## src/rtl/shift_register_n_pkg.sv

```systemverilog
// Shared mode codes, FSM state encoding and mode classification for the
// parametrised universal shift register.
package shift_register_n_pkg;

    localparam logic [2:0] M_HOLD = 3'b000;
    localparam logic [2:0] M_SR   = 3'b001;
    localparam logic [2:0] M_SL   = 3'b010;
    localparam logic [2:0] M_LOAD = 3'b011;
    localparam logic [2:0] M_ROR  = 3'b100;
    localparam logic [2:0] M_ROL  = 3'b101;
    localparam logic [2:0] M_ASR  = 3'b110;
    localparam logic [2:0] M_CLR  = 3'b111;

    typedef enum logic [1:0] {
        S_IDLE = 2'd0,
        S_RUN  = 2'd1,
        S_DONE = 2'd2
    } state_t;

    // Only these modes move bits, so only they may start a burst.
    function automatic logic is_shift_mode(input logic [2:0] m);
        return (m == M_SR) || (m == M_SL) || (m == M_ROR) ||
               (m == M_ROL) || (m == M_ASR);
    endfunction

endpackage

```

## src/rtl/shift_register_n_step.sv

```systemverilog
// Combinational single-step datapath: computes the next register word and
// carry-out for one application of a mode.
module shift_step_n
    import shift_register_n_pkg::*;
#(
    parameter int WIDTH = 8
) (
    input  logic [2:0]       mode,
    input  logic [WIDTH-1:0] q,
    input  logic             dsr,
    input  logic             dsl,
    input  logic [WIDTH-1:0] d,
    output logic [WIDTH-1:0] q_next,
    output logic             co_next,
    output logic             co_valid
);

    always_comb begin
        q_next   = q;
        co_next  = 1'b0;
        co_valid = 1'b0;
        case (mode)
            M_SR: begin
                q_next   = {dsr, q[WIDTH-1:1]};
                co_next  = q[0];
                co_valid = 1'b1;
            end
            M_SL: begin
                q_next   = {q[WIDTH-2:0], dsl};
                co_next  = q[WIDTH-1];
                co_valid = 1'b1;
            end
            M_LOAD: begin
                q_next = d;
            end
            M_ROR: begin
                q_next   = {q[0], q[WIDTH-1:1]};
                co_next  = q[0];
                co_valid = 1'b1;
            end
            M_ROL: begin
                q_next   = {q[WIDTH-2:0], q[WIDTH-1]};
                co_next  = q[WIDTH-1];
                co_valid = 1'b1;
            end
            M_ASR: begin
                q_next   = {q[WIDTH-1], q[WIDTH-1:1]};
                co_next  = q[0];
                co_valid = 1'b1;
            end
            M_CLR: begin
                q_next   = '0;
                co_next  = 1'b0;
                co_valid = 1'b1;
            end
            default: ;
        endcase
    end

endmodule

```

## src/rtl/shift_register_n.sv

```systemverilog
// Universal shift register with single-step modes and a counted burst engine
// (START shifts AMT positions with BUSY/DONE handshaking).
module shift_register_n
    import shift_register_n_pkg::*;
#(
    parameter  int WIDTH = 8,
    localparam int AW    = $clog2(WIDTH + 1)
) (
    input  logic             CP,
    input  logic             CR,
    input  logic             EN,
    input  logic [2:0]       M,
    input  logic             DSR,
    input  logic             DSL,
    input  logic [WIDTH-1:0] D,
    input  logic             START,
    input  logic [AW-1:0]    AMT,
    output logic [WIDTH-1:0] Q,
    output logic             CO,
    output logic             BUSY,
    output logic             DONE
);

    localparam logic [AW-1:0] AMT_MAX = AW'(WIDTH);

    state_t           state_q, state_d;
    logic [AW-1:0]    cnt_q, cnt_d;
    logic [2:0]       mode_q, mode_d;
    logic [WIDTH-1:0] q_q, q_d;
    logic             co_q, co_d;

    logic [2:0]       step_mode;
    logic [WIDTH-1:0] step_q;
    logic             step_co;
    logic             step_co_valid;
    logic [AW-1:0]    amt_clamped;

    assign amt_clamped = (AMT > AMT_MAX) ? AMT_MAX : AMT;
    // A running burst ignores the external mode and replays the latched one.
    assign step_mode   = (state_q == S_RUN) ? mode_q : M;

    shift_step_n #(.WIDTH(WIDTH)) u_step (
        .mode     (step_mode),
        .q        (q_q),
        .dsr      (DSR),
        .dsl      (DSL),
        .d        (D),
        .q_next   (step_q),
        .co_next  (step_co),
        .co_valid (step_co_valid)
    );

    always_comb begin
        state_d = state_q;
        cnt_d   = cnt_q;
        mode_d  = mode_q;
        q_d     = q_q;
        co_d    = co_q;
        case (state_q)
            S_IDLE: begin
                if (EN) begin
                    if (START && is_shift_mode(M)) begin
                        mode_d  = M;
                        cnt_d   = amt_clamped;
                        state_d = (amt_clamped != '0) ? S_RUN : S_DONE;
                    end else begin
                        q_d = step_q;
                        if (step_co_valid) co_d = step_co;
                    end
                end
            end
            S_RUN: begin
                if (EN) begin
                    q_d = step_q;
                    if (step_co_valid) co_d = step_co;
                    cnt_d = cnt_q - AW'(1);
                    if (cnt_q == AW'(1)) state_d = S_DONE;
                end
            end
            default: begin
                state_d = S_IDLE;
            end
        endcase
    end

    always_ff @(posedge CP or posedge CR) begin
        if (CR) begin
            state_q <= S_IDLE;
            cnt_q   <= '0;
            mode_q  <= M_HOLD;
            q_q     <= '0;
            co_q    <= 1'b0;
        end else begin
            state_q <= state_d;
            cnt_q   <= cnt_d;
            mode_q  <= mode_d;
            q_q     <= q_d;
            co_q    <= co_d;
        end
    end

    assign Q    = q_q;
    assign CO   = co_q;
    assign BUSY = (state_q == S_RUN);
    assign DONE = (state_q == S_DONE);

endmodule
```

## config.mk

```make
export PLATFORM = sky130hd
export DESIGN_NAME = shift_register_n
export DESIGN_NICKNAME = d
export VERILOG_FILES = /design/src/rtl/shift_register_n_pkg.sv /design/src/rtl/shift_register_n_step.sv /design/src/rtl/shift_register_n.sv
export SDC_FILE = /design/constraint.sdc
export NUM_CORES = 1
export LEC_CHECK = 0
export CAP_MARGIN = 25
export CORE_MARGIN = 2
export CORE_UTILIZATION = 44
export CTS_CLUSTER_DIAMETER = 50
export CTS_CLUSTER_SIZE = 14
export DETAILED_ROUTE_END_ITERATION = 16
export GPL_ROUTABILITY_DRIVEN = 0
export PLACE_DENSITY_LB_ADDON = 0.3
export SLEW_MARGIN = 5
export SYNTH_ARGS = -nofsm -noshare
export SYNTH_HDL_FRONTEND = slang
export SYNTH_SLANG_ARGS = --single-unit
```

## constraint.sdc

```tcl
create_clock -name CP -period 2 [get_ports CP]
set_clock_uncertainty 0.2 [all_clocks]
set_input_delay 0.3 -clock CP [delete_from_list [all_inputs] [get_ports CP]]
set_output_delay 0.3 -clock CP [all_outputs]
set_load 0.005 [all_outputs]
```

==> impl_metrics.py <==
metrics = {
    "clock_network": {
        "hold_buffers": 0,
        "clock-root-buffer": "clkbuf_4",
        "h-tree-depth": 1,
        "cts_tree": "done",
        "clock_sinks": 18,
        "clock_path_buffers": 2,
        "path_clk_slew_ns": 0.11,
        "cts_inserted_buffers": 3,
        "clkLatencyLatePin_ns": 0.29,
    },
    "sta": {
        "fmax_ghz": 0.498,
        "timing.final.crit_share": 1.00,
        "hold_violations": 0,
        "layout_setup_ws_ns": -0.00803,
        "setup_viol": 1,
        "max_slew.worst_pin.slew_ns": 0.434,
        "drv_slew": 0,
        "slew_headroom": 0.708,
        "whs_ns": 0.114,
        "tns_ns": -0.00803,
        "period_minus_slack_ns": 2.01,
    },
    "drt": {
        "drc": 0,
        "wl_per_cell_um": 16.1,
        "avgViaCountPerCell": 5.93,
        "wl_um": 3520,
        "dr.pass1.iters": 8,
        "postRouteAntennaNets": 0,
        "dr.first_iter.drc_count": 110,
        "vias": 1293,
    },
    "global_routing": {
        "grt_pass1_wl_um": 5650,
        "grt_pass1_vias": 1300,
        "antenna_found_initial": 0,
        "grtUsageMet3": 0.0264,
        "grt_util_met2": 0.363,
        "grt_overflow": 0,
        "busiest_layer": "met2",
        "gr-usage-all-layers": 0.213,
        "met1_usage": 0.276,
        "grt_max_degree": 19,
    },
    "floorplanning": {
        "placementRows": 19,
        "start_util": 0.467,
        "dieHeight_um": 58.3,
        "die_area_mm2": 0.00340,
        "ios": 32,
        "die-width_um": 58.3,
        "fp.coreArea_mm2": 0.00278,
    },
    "run": {
        "cap_violations": 0,
    },
    "final_layout": {
        "drive_above_1_share": 0.251,
        "multi_input_area_um2": 811,
        "fillers": 223,
        "nets": 211,
        "sequential_cell_area_um2": 450,
        "final_area_mm2": 0.00186,
        "fin_cells": 218,
        "antennaDiodeCount": 0,
        "area_growth_syn_to_layout_pct": 43.4,
    },
    "synthesis": {
        "synth_cell_type_count": 43,
        "synth_area_mm2": 0.00130,
        "synth_top_area_frac": 0.347,
        "netlist_top_cells_area": "dfrtp_1 35%, mux2_2 6.9%, a222oi_1 4.6%",
        "synth_compound_area_frac": 0.217,
        "synth_simple_gate_area_frac": 0.204,
        "yosysSeqAreaShare": 0.347,
        "ys.flop_type": "dfrtp_1",
        "ys_warn_count": 0,
        "synth_top_family_by_area": "compound AO/OA/AOI/OAI gates",
        "synth.avg_cell_area_um2": 9.48,
        "mappedNetlistNets": 160,
        "synth.largest_area_cell": "dfrtp_1",
        "synth_fa_ha_area_frac": 0.0193,
        "synthMuxAreaShare": 0.139,
        "synth-edff-count": 0,
        "ys_ff_latch": 18,
        "yosys.area_share.xor_xnor": 0.00674,
        "syn_inst": 137,
        "async_reset_ff_frac": 1.00,
    },
    "power": {
        "power-per-cell-area_mw_per_mm2": 1400,
        "power_mw": 2.62,
        "p_sw_mw": 1.10,
        "sw_frac_of_total": 0.420,
        "clkPwrFrac": 0.088,
        "power.internal_mw": 1.52,
        "p_leak_nw": 0.793,
        "combPwrFrac": 0.641,
        "p_seq_frac": 0.270,
        "peakVddDrop_mv": 1.07,
    },
    "setup_path": {
        "crit_fanout": 7,
        "required_ns": 1.97,
        "critPathLaunchType": "flop",
        "end_kind": "flop",
        "critical_path_class": "reg2reg",
        "cp.arrival_ns": 1.98,
    },
    "placed_design": {
        "placed_cell_area_mm2": 0.00173,
        "dp_hpwl_um": 2530,
        "portBuffers": 31,
        "dp.cells": 210,
    },
    "run_status": {
        "outcome": "finished with violations",
        "violations": "setup timing",
    },
    "worst_hold_path": {
        "hp-class": "in2async",
    },
}
worst max-delay path, stage by stage (launching register included):
cell,delay [ns]
dfrtp_1,0.44
nand2b_4,0.18
buf_6,0.16
mux2i_4,0.25
nor2_2,0.12
a222oi_1,0.41
o21ai_1,0.13
power by group through the flow:
stage	Combinational [mW]	Sequential [mW]	Clock, mW
finish	1.68	0.707	0.231
global route	1.81	0.733	0.253
CTS	1.52	0.698	0.238
detailed placement	1.44	0.703	0
global placement	1.39	0.694	0
floorplan	1.01	0.661	0
layout by cell type, fill, tap and decap left out, types with 3 or more instances in the layout:
cell type	count
a21oi_1	3
mux2i_4	4
clkbuf_4	3
dfrtp_1	18
buf_6	3
o21ai_0	4
nand2b_1	4
a222oi_1	6
o21ai_1	7
mux2i_1	3
buf_4	17
clkdlybuf4s50_1	29
nand2_1	15
nor2_1	15
mux2_2	8
o22ai_1	4
inv_1	6
logic make-up (layout without fill, tap and decap cells):
family                   after synthesis  in the layout
buffers and inverters                 13             63
multiplexers                          15             15
flip-flops                            18             18
adder cells (fa/ha/maj)                2              2
AND/OR/NAND/NOR                       51             51
XOR/XNOR                               1              1
AO/OA/AOI/OAI                         37             37
per-layer routing:
| metal | vias up | wire, um |
|---|---|---|
| met2 | 42 | 1810 |
| met1 | 640 | 1500 |
| met5 | - | 0 |
| met4 | 0 | 17 |
| met3 | 2 | 192 |
| li1 | 609 | - |
metrics by stage:
stage	worst slack (ns)	utilization
2_1_floorplan	0.0853	-
3_3_place_gp	-0.187	0.621
3_5_place_dp	-0.236	0.621
4_1_cts	0.0405	0.646
5_1_grt	-0.0344	0.670
6_report	-0.00803	0.670
flip-flops by register name, indices dropped and copies added, names as in the netlist:
| name | cells |
|---|---|
| CO | 1 |
| cnt_q | 4 |
| Q | 8 |
| state_q | 2 |
| mode_q | 3 |
cells in the mapped netlist (3+ instances only):
| cell type | instances |
|---|---|
| o21ai_0 | 4 |
| mux2i_1 | 4 |
| nor2_1 | 16 |
| o22ai_1 | 4 |
| dfrtp_1 | 18 |
| o21ai_1 | 7 |
| nor3b_1 | 3 |
| nand2_1 | 15 |
| nand2b_1 | 4 |
| inv_1 | 6 |
| a222oi_1 | 6 |
| a21oi_1 | 3 |
| mux2_2 | 8 |
| buf_6 | 5 |
repair_timing:
action	CTS	global route
pin swaps	0	4
setup endpoints to repair	2	10
setup buffers	3	1
resized for setup	5	11
final timing paths:
path	depth (start not counted)	startpoint	slack, ns	to
max	6	state_q[0]	-0.008	Q[2]
min	3	CR	0.11	cnt_q[1]
max reg2reg	6	state_q[0]	-0.008	Q[2]
min reg2reg	1	cnt_q[3]	0.34	cnt_q[3]
max in group asynchronous	3	CR	1.28	mode_q[1]
min in group CP	1	cnt_q[3]	0.34	cnt_q[3]
cell type report:
cell class	count	area share
well taps	31	0.0208
inverters	7	0.0181
flip-flops and latches	18	0.242
multi-input cells	106	0.435
clock buffers	4	0.0195
repair buffers	52	0.265
Power figures use the tool's default switching activity.
